`src/rtl/spi_pkg.sv`:
```
// Shared definitions for the byte-oriented mode-0 SPI master: FSM states and
// sizing constants.
package spi_pkg;

    localparam int SPI_BITS            = 8;
    localparam int SPI_CLK_DIV_DEFAULT = 4;

    typedef enum logic [2:0] {
        IDLE,
        SETUP,
        HIGH,
        LOW,
        HOLD,
        TEAR,
        GAP
    } spi_state_t;

endpackage

```
`src/rtl/spi_master_if.sv`:
```
// Byte stream plus SPI pin bundle of the SPI master. The master modport is the
// SPI master's own view; the slave modport is the view of whatever drives it.
interface spi_master_if;
    import spi_pkg::*;

    logic                tx_valid;
    logic                tx_ready;
    logic [SPI_BITS-1:0] tx_byte;
    logic                tx_last;
    logic                rx_valid;
    logic [SPI_BITS-1:0] rx_byte;
    logic                sclk;
    logic                mosi;
    logic                miso;
    logic                ss;

    modport master (
        input  tx_valid, tx_byte, tx_last, miso,
        output tx_ready, rx_valid, rx_byte, sclk, mosi, ss
    );

    modport slave (
        output tx_valid, tx_byte, tx_last, miso,
        input  tx_ready, rx_valid, rx_byte, sclk, mosi, ss
    );

endinterface

```
`src/rtl/spi_phase_counter.sv`:
```
// Phase counter for the timed SPI states: counts 0..CLK_DIV-1 and wraps, and
// flags the last cycle of each phase.
module spi_phase_counter #(
    parameter int CLK_DIV = 4
) (
    input  logic clk,
    input  logic rst,
    input  logic clear,
    output logic tc
);
    localparam int             CW   = $clog2(CLK_DIV);
    localparam logic [CW-1:0]  LAST = CW'(CLK_DIV - 1);

    logic [CW-1:0] cnt_reg;

    always_ff @(posedge clk) begin
        if (rst || clear) begin
            cnt_reg <= '0;
        end else if (cnt_reg == LAST) begin
            cnt_reg <= '0;
        end else begin
            cnt_reg <= cnt_reg + 1'b1;
        end
    end

    assign tc = (cnt_reg == LAST);

endmodule

```
`src/rtl/spi_master.sv`:
```
// Mode-0, MSB-first SPI master fed by a valid/ready byte stream; ss stays low
// across bytes until a byte flagged last has been shifted out.
module spi_master
    import spi_pkg::*;
#(
    parameter int CLK_DIV = SPI_CLK_DIV_DEFAULT
) (
    input  logic          clk,
    input  logic          rst,
    spi_master_if.master  bus
);
    localparam logic [3:0] LAST_BIT = 4'(SPI_BITS - 1);
    localparam logic [3:0] ALL_BITS = 4'(SPI_BITS);

    spi_state_t          state_reg;
    logic [SPI_BITS-1:0] shift_reg;
    logic [SPI_BITS-2:0] rx_shift_reg;
    logic [3:0]          bitcnt_reg;
    logic                last_reg;
    logic                tx_ready_reg;
    logic                rx_valid_reg;
    logic [SPI_BITS-1:0] rx_byte_reg;
    logic                sclk_reg;
    logic                ss_reg;
    logic                tc;
    logic                accept;

    // IDLE and HOLD are untimed, so the phase count is parked at zero there.
    spi_phase_counter #(.CLK_DIV(CLK_DIV)) u_phase (
        .clk   (clk),
        .rst   (rst),
        .clear ((state_reg == IDLE) || (state_reg == HOLD)),
        .tc    (tc)
    );

    assign accept = bus.tx_valid && tx_ready_reg;

    always_ff @(posedge clk) begin
        if (rst) begin
            state_reg    <= IDLE;
            shift_reg    <= '0;
            rx_shift_reg <= '0;
            bitcnt_reg   <= '0;
            last_reg     <= 1'b0;
            tx_ready_reg <= 1'b0;
            rx_valid_reg <= 1'b0;
            rx_byte_reg  <= '0;
            sclk_reg     <= 1'b0;
            ss_reg       <= 1'b1;
        end else begin
            rx_valid_reg <= 1'b0;
            case (state_reg)
                IDLE: begin
                    if (accept) begin
                        shift_reg    <= bus.tx_byte;
                        last_reg     <= bus.tx_last;
                        bitcnt_reg   <= '0;
                        tx_ready_reg <= 1'b0;
                        ss_reg       <= 1'b0;
                        state_reg    <= SETUP;
                    end else begin
                        tx_ready_reg <= 1'b1;
                    end
                end
                SETUP: begin
                    if (tc) begin
                        sclk_reg  <= 1'b1;
                        state_reg <= HIGH;
                    end
                end
                HIGH: begin
                    if (tc) begin
                        rx_shift_reg <= {rx_shift_reg[SPI_BITS-3:0], bus.miso};
                        bitcnt_reg   <= bitcnt_reg + 4'd1;
                        sclk_reg     <= 1'b0;
                        state_reg    <= LOW;
                        if (bitcnt_reg == LAST_BIT) begin
                            rx_valid_reg <= 1'b1;
                            rx_byte_reg  <= {rx_shift_reg, bus.miso};
                            tx_ready_reg <= !last_reg;
                        end else begin
                            // Next bit goes out on the falling edge, well before the next rise.
                            shift_reg <= {shift_reg[SPI_BITS-2:0], 1'b0};
                        end
                    end
                end
                LOW: begin
                    if (accept) begin
                        shift_reg    <= bus.tx_byte;
                        last_reg     <= bus.tx_last;
                        bitcnt_reg   <= '0;
                        tx_ready_reg <= 1'b0;
                    end
                    if (tc) begin
                        if (accept || (bitcnt_reg != ALL_BITS)) begin
                            sclk_reg     <= 1'b1;
                            tx_ready_reg <= 1'b0;
                            state_reg    <= HIGH;
                        end else if (last_reg) begin
                            // Clearing the shifter forces mosi low for the rest of the frame.
                            shift_reg    <= '0;
                            tx_ready_reg <= 1'b0;
                            state_reg    <= TEAR;
                        end else begin
                            tx_ready_reg <= 1'b1;
                            state_reg    <= HOLD;
                        end
                    end
                end
                HOLD: begin
                    if (accept) begin
                        shift_reg    <= bus.tx_byte;
                        last_reg     <= bus.tx_last;
                        bitcnt_reg   <= '0;
                        tx_ready_reg <= 1'b0;
                        state_reg    <= SETUP;
                    end
                end
                TEAR: begin
                    if (tc) begin
                        ss_reg    <= 1'b1;
                        state_reg <= GAP;
                    end
                end
                GAP: begin
                    if (tc) begin
                        tx_ready_reg <= 1'b1;
                        state_reg    <= IDLE;
                    end
                end
                default: begin
                    state_reg <= IDLE;
                end
            endcase
        end
    end

    assign bus.tx_ready = tx_ready_reg;
    assign bus.rx_valid = rx_valid_reg;
    assign bus.rx_byte  = rx_byte_reg;
    assign bus.sclk     = sclk_reg;
    assign bus.mosi     = shift_reg[SPI_BITS-1];
    assign bus.ss       = ss_reg;

endmodule

```
`src/flat_wrapper.sv`:
```
// flat-port wrapper written by rule: the top's interface ports become plain ports
module spi_master_flat import spi_pkg::*;
#(
    parameter int CLK_DIV = SPI_CLK_DIV_DEFAULT
)
  (clk, rst, bus_tx_valid, bus_tx_byte, bus_tx_last, bus_miso, bus_tx_ready, bus_rx_valid, bus_rx_byte, bus_sclk, bus_mosi, bus_ss);
  spi_master_if bus_i ();
  input  logic clk;
  input  logic rst;
  input wire logic [$bits(bus_i.tx_valid)-1:0] bus_tx_valid;
  input wire logic [$bits(bus_i.tx_byte)-1:0] bus_tx_byte;
  input wire logic [$bits(bus_i.tx_last)-1:0] bus_tx_last;
  input wire logic [$bits(bus_i.miso)-1:0] bus_miso;
  output wire logic [$bits(bus_i.tx_ready)-1:0] bus_tx_ready;
  output wire logic [$bits(bus_i.rx_valid)-1:0] bus_rx_valid;
  output wire logic [$bits(bus_i.rx_byte)-1:0] bus_rx_byte;
  output wire logic [$bits(bus_i.sclk)-1:0] bus_sclk;
  output wire logic [$bits(bus_i.mosi)-1:0] bus_mosi;
  output wire logic [$bits(bus_i.ss)-1:0] bus_ss;
  assign bus_i.tx_valid = bus_tx_valid;
  assign bus_i.tx_byte = bus_tx_byte;
  assign bus_i.tx_last = bus_tx_last;
  assign bus_i.miso = bus_miso;
  assign bus_tx_ready = bus_i.tx_ready;
  assign bus_rx_valid = bus_i.rx_valid;
  assign bus_rx_byte = bus_i.rx_byte;
  assign bus_sclk = bus_i.sclk;
  assign bus_mosi = bus_i.mosi;
  assign bus_ss = bus_i.ss;
  spi_master #(.CLK_DIV(CLK_DIV)) u_core (.clk(clk), .rst(rst), .bus(bus_i));
endmodule
```
`config.mk`:
```
export PLATFORM = sky130hd
export DESIGN_NAME = spi_master_flat
export DESIGN_NICKNAME = d
export VERILOG_FILES = /design/src/rtl/spi_pkg.sv /design/src/rtl/spi_master_if.sv /design/src/rtl/spi_phase_counter.sv /design/src/rtl/spi_master.sv /design/src/flat_wrapper.sv
export SDC_FILE = /design/constraint.sdc
export NUM_CORES = 1
export LEC_CHECK = 0
export BUFFER_PORTS_ARGS = -buffer_cell sky130_fd_sc_hd__buf_2
export CAP_MARGIN = 30
export CORE_MARGIN = 10
export CORE_UTILIZATION = 41
export DETAILED_ROUTE_END_ITERATION = 16
export SLEW_MARGIN = 15
export SYNTH_ARGS = -nofsm -noshare
export SYNTH_HDL_FRONTEND = slang
export SYNTH_SLANG_ARGS = --single-unit
export TNS_END_PERCENT = 10
```
`constraint.sdc`:
```
create_clock -name clk -period 2.1 [get_ports clk]
set_input_delay 0.105 -clock clk [delete_from_list [all_inputs] [get_ports clk]]
set_output_delay 0.105 -clock clk [all_outputs]
set_load 0.01 [all_outputs]
```
== Word-level counts from Yosys, hierarchy flattened ==
Cells that the tools add are included.

* Register bits after elaboration: 37
* Input port bits: 13
* Output and inout bits: 13
* Logic and storage cells: 94

* Add/sub/neg operators: 2
* Eq/ne operators: 20
* Mux-type cells: 35
* Bitwise operators: 2
* Reduce and logical (&&, ||, !) cells: 24

{| class="wikitable"
|+ Operators by type and width
! operator !! number
|-
| two-way mux 8 bit || 6
|-
| case mux 8 bit (3 select lines) || 1
|-
| two-way mux 3 bit || 7
|-
| != test 2 x 1 -> 1 bit, second input constant || 10
|-
| case mux 3 bit (6 select lines) || 1
|-
| two-way mux 1 bit || 14
|-
| AND reduction 3 bit || 4
|-
| == test 3 bit, second input constant || 3
|-
| two-way mux 4 bit || 2
|-
| case mux 4 bit (2 select lines) || 1
|-
| == test 3 x 2 -> 1 bit, second input constant || 2
|-
| AND reduction 6 bit || 1
|-
| nonzero test 3 bit || 2
|-
| OR reduction 3 bit || 2
|-
| case mux 1 bit (5 select lines) || 1
|-
| AND reduction 5 bit || 1
|-
| nonzero test 5 bit || 1
|-
| adder 4 x 1 -> 4 bit, second input constant || 1
|-
| == test 4 x 3 -> 1 bit, second input constant || 1
|-
| != test 4 bit, second input constant || 1
|-
| AND reduction 2 bit || 2
|-
| AND reduction 4 bit || 1
|-
| nonzero test 2 bit || 2
|-
| OR reduction 2 bit || 2
|-
| 11 further kinds || 14
|}

== Longest topological paths before layout ==
* Depth in word-level cells: 6
* Gate-level depth with buffers: 6
* Mapped depth without buffers: 6

== Cells and area by module ==
Synthesis repeated with hierarchy kept, for this count alone.

* Cell total of the unflattened synthesis: 213
* Area total of the unflattened synthesis: 1846.8 sq um

{| class="wikitable"
|+ Modules (own cells, without submodules)
! module !! instances !! cells each !! area an instance (sq um) !! sequential area each (sq um)
|-
| spi_master || 1 || 208 || 1766.7 || 700.7
|-
| spi_phase_counter || 1 || 5 || 80.1 || 40.0
|}

== Worst setup path before layout ==
OpenSTA, ideal clock, no wires.

* Kind: register -> register
* From: register u_core.u_phase.cnt_reg[0]
* To: register u_core.shift_reg[0]
* Library setup time: 0.132 ns
* Arrival time: 1.295 ns
* Data required time: 1.968 ns
* Path slack: 0.672 ns
* Stages on the path, launching flop included: 7
* Buffers on the path: 1
* Clock period less this slack: 1.428 ns
* Cells stage by stage: dfxtp_1 > ha_1 > buf_4 > nand2_1 > o311ai_0 > a21o_1 > a21oi_1

* Word-level cells in the longest chain between the ends: 3
* Elaborated cells between the ends (all ways): 5
* Those cells by class: eq/ne: 2; mux: 2; reduce/logical: 1

{| class="wikitable"
|+ Ends and longest elaborated chain
! item !! RTL line !! text
|-
| start, declared || spi_phase_counter.sv:14 || <nowiki>logic [CW-1:0] cnt_reg;</nowiki>
|-
| start signal, assigned || spi_phase_counter.sv:22 || <nowiki>cnt_reg <= cnt_reg + 1'b1;</nowiki>
|-
| == test 2 bit * || spi_phase_counter.sv:26 || <nowiki>assign tc = (cnt_reg == LAST);</nowiki>
|-
| two-way mux 8 bit or != test 2 x 1 -> 1 bit (tied branches) || n/a ||
|-
| case mux 8 bit (3 select lines) or AND reduction 3 bit (tied branches) || n/a ||
|-
| end signal, assigned || spi_master.sv:55 || <nowiki>shift_reg <= bus.tx_byte;</nowiki>
|-
| end signal, assigned || spi_master.sv:89 || <nowiki>shift_reg <= bus.tx_byte;</nowiki>
|-
| end signal, assigned || spi_master.sv:112 || <nowiki>shift_reg <= bus.tx_byte;</nowiki>
|-
| end, declared || spi_master.sv:16 || <nowiki>logic [SPI_BITS-1:0] shift_reg;</nowiki>
|}

Mark *: on every way between the ends. The rest lies on a longest branch, timed or not.
A chain may end at the register's enable or synchronous reset.

== Final worst setup path ==
* From: register u_core.u_phase.cnt_reg[0]
* To: register u_core.rx_byte_reg[4], in the netlist u_core.bus.rx_byte[4]

* Word-level cells in the longest chain between the ends: 2

{| class="wikitable"
|+ Ends and longest elaborated chain
! item !! RTL line !! text
|-
| == test 2 bit || spi_phase_counter.sv:26 ||
|-
| AND reduction 3 bit (no line) || n/a ||
|-
| end signal, assigned || spi_master.sv:79 || <nowiki>rx_byte_reg <= {rx_shift_reg, bus.miso};</nowiki>
|-
| end, declared || spi_master.sv:22 || <nowiki>logic [SPI_BITS-1:0] rx_byte_reg;</nowiki>
|}

No other way between the ends.

==> out/summary.txt <==
RUN STATUS
----------------------------------------------------------------------------------------
Outcome                                                                     complete, no violations

STA
----------------------------------------------------------------------------------------
Final Hold Vio Count                                                                   0
Final setup skew                                                              0.00624 ns
Portion of the clock cycle consumed by the worst path in the final layout          0.839
Final-layout setup total negative slack                                             0 ns
Minimum setup slack in the final design                                         0.338 ns
Tmin final                                                                       1.76 ns
Worst hold margin                                                              0.0463 ns
RSZ-0062 raised after global routing                                                  no
Tightest slew margin relative to the limit                                         0.593
Highest clock frequency the design can meet                                    0.567 GHz
Total count of max-transition violations in the final report                           0
Worst slew pin tran                                                             0.610 ns
Total setup violations reported at the end of the flow                                 0

PLACED DESIGN
----------------------------------------------------------------------------------------
Post-DP HPWL                                                                     2870 µm
Worst slack at placement                                                        0.337 ns
Placed instance area                                                            1980 µm²
Number of buffers added on ports                                                      25
Final weighted congestion in routability-driven placement                          0.826
Instance count after placement with tap cells included                               273

LOGIC SYNTHESIS
----------------------------------------------------------------------------------------
Leading register cell type out of synthesis                                      dfxtp_1
Number of enable-type register cells in the synthesized netlist                        0
Ys Warns                                                                               0
Syn avg cell area                                                               8.98 µm²
Yosys top cell by area                                                           dfxtp_1
Yosys top cell area share                                                          0.411
Sequential area share after synthesis                                              0.411
Post-synth ARST share                                                                  0
Number of distinct standard cells referenced by the synthesized netlist               48
Syn Std Cell Area                                                               1800 µm²
Net count after synthesis                                                            217
Main area contributors after synthesis                                      dfxtp_1 (41%), mux2i_1 (8.9%), nand2_1 (4.6%)
Yosys reg bits                                                                        37
Cell count after synthesis                                                           201

GRT
----------------------------------------------------------------------------------------
Number of antenna violations at the first check in global routing                      0
GRT Total Usage                                                                    0.110
GR Overflow Total                                                                      0
Via count of the first global-routing pass                                          1413
Global-route wire length before repair                                           6790 µm
Pin count of the biggest net entering global routing                                  33

WORST SETUP PATH
----------------------------------------------------------------------------------------
Arr. time, crit path                                                             1.92 ns
Category of the worst setup path launch point                                   register
Worst EP required                                                                2.26 ns
Crit Path Category                                                          register to register
Critical path peak fanout                                                             13
Endpoint kind of the worst setup timing path                                    register

CLOCK NETWORK
----------------------------------------------------------------------------------------
Clock Root Buffer                                                               clkbuf_8
Maximum count of clock buffers along a single path                                     2
Post-CTS Setup Inserts                                                                 0
Sink Count                                                                            37
Cts-stage hold buffer count                                                            0
Total number of H-tree levels                                                          2
Clock buffer count from CTS                                                            5
TritonCTS clock tree                                                               built
Source-to-sink clock delay at the later pin of the worst-skew pair               0.29 ns
# resized after CTS                                                                    0
Register clock-pin slew on the reported worst setup and hold paths               0.08 ns

LAYOUT
----------------------------------------------------------------------------------------
P&R area growth vs syn                                                             15.3%
Count of placed standard cells in the final layout, fillers left out                 281
Most common cell after layout, fill and taps aside                               dfxtp_1
Commonest cells after routing, fill and taps aside                          dfxtp_1 (37), buf_2 (25), nand2_1 (22)
Utilization after layout                                                           0.485
Area of all placed cells without fillers                                        2080 µm²
Share of final-layout standard cells stronger than drive strength 1                0.214
Layout Nets                                                                          244
Diode count                                                                            0

RUN
----------------------------------------------------------------------------------------
# Max-Cap Violations                                                                   0

DRT
----------------------------------------------------------------------------------------
WL/cell                                                                          14.3 µm
1st-pass router iterations                                                             4
Count of nets left with antenna violations after detail routing                        0
Detailed-route via count                                                            1521
Total detailed-routing wirelength                                                4020 µm
Violation count after the first detailed-route iteration                             100
Avg Vias per Cell                                                                   5.41
DRC errors left                                                                        0

FLOORPLAN
----------------------------------------------------------------------------------------
Std-Cell Rows                                                                         24
Initial cell density of the core                                                   0.420
Die height                                                                       86.3 µm
CORE AREA                                                                       4290 µm²
Chip width                                                                       86.3 µm
Die Area                                                                        7450 µm²
Ports placed on the boundary                                                          26

POWER AND IR DROP
----------------------------------------------------------------------------------------
Total power divided by cell area                                              662 nW/µm²
Final total power                                                                1.38 mW
Maximum resistive drop on vdd                                                 0.000421 V
Static Leak                                                                     0.821 nW

HOLD PATH
----------------------------------------------------------------------------------------
Worst min-delay path class                                                  primary input to register

==> layer usage <==
layer  vias to the layer above  part of all wire  routed length [µm]  track usage
met2                        33              0.43                1750        0.154
met4                         0             0.011                  46       0.0398
li1                        781                 -                   -            -
met5                         -                 0                   0            0
met3                         5             0.050                 202       0.0375
met1                       702              0.50                2020        0.150
==> critical path: stages (launching register included) <==
cell       delay (ns)
dfxtp_1          0.34
ha_1             0.51
nand4bb_4        0.18
nor2_4           0.32
mux2i_1          0.23
nor2_1           0.05
==> Yosys cell counts, types with 3 or more instances <==
| cell | number |
|---|---|
| dfxtp_1 | 37 |
| nand2_1 | 22 |
| nor2_1 | 17 |
| mux2i_1 | 16 |
| a21oi_1 | 15 |
| and3_1 | 8 |
| o21ai_0 | 7 |
| o2bb2ai_1 | 7 |
| clkbuf_1 | 6 |
| inv_1 | 5 |
| nor3_1 | 5 |
| nand3_1 | 4 |
| nand3b_1 | 4 |
| a31oi_1 | 3 |
| and3b_1 | 3 |
| ha_1 | 3 |
| o211ai_1 | 3 |
==> cell type report <==
class	instances	area (µm²)
well taps	52	65.1
inverters	6	22.5
fillers	430	2210
multi-input cells	145	971
repair buffers	33	185
clock buffers	6	82.6
flip-flops and latches	37	741
clock inverters	2	13.8
==> logic make-up (layout without fill, tap and decap cells) <==
| kind of cell | count (synthesis) | count (layout) | share of synthesized area |
|---|---|---|---|
| and+or+nand+nor | 76 | 76 | 0.239 |
| adders and majority gates | 3 | 3 | 0.0208 |
| DFF | 37 | 37 | 0.411 |
| AOI/OAI and AO/OA | 50 | 50 | 0.189 |
| buffers and inverters | 19 | 47 | 0.0513 |
| muxes | 16 | 16 | 0.0888 |
==> final timing paths <==
check	start	end	slack, ns	cells past startpoint
worst max-delay path	u_core.u_phase.cnt_reg[0]$_SDFF_PP0_	u_core.bus.rx_byte[4]$_SDFFE_PP0P_	0.34	5
worst min-delay path	bus_tx_last	u_core.last_reg$_SDFFE_PP0P_	0.05	3
worst min register to register	u_core.u_phase.cnt_reg[0]$_SDFF_PP0_	u_core.u_phase.cnt_reg[0]$_SDFF_PP0_	0.44	1
worst max register to register	u_core.u_phase.cnt_reg[0]$_SDFF_PP0_	u_core.bus.rx_byte[4]$_SDFFE_PP0P_	0.34	5
==> report_power, final <==
part | internal, mW | leakage [nW] | total, mW | switching (mW)
registers | 0.719 | 0.300 | 0.738 | 0.0192
logic | 0.0494 | 0.470 | 0.112 | 0.0626
clock network | 0.266 | 0.0512 | 0.527 | 0.261
total | 1.03 | 0.821 | 1.38 | 0.343
No activity file was read; power rests on OpenSTA's default activity.
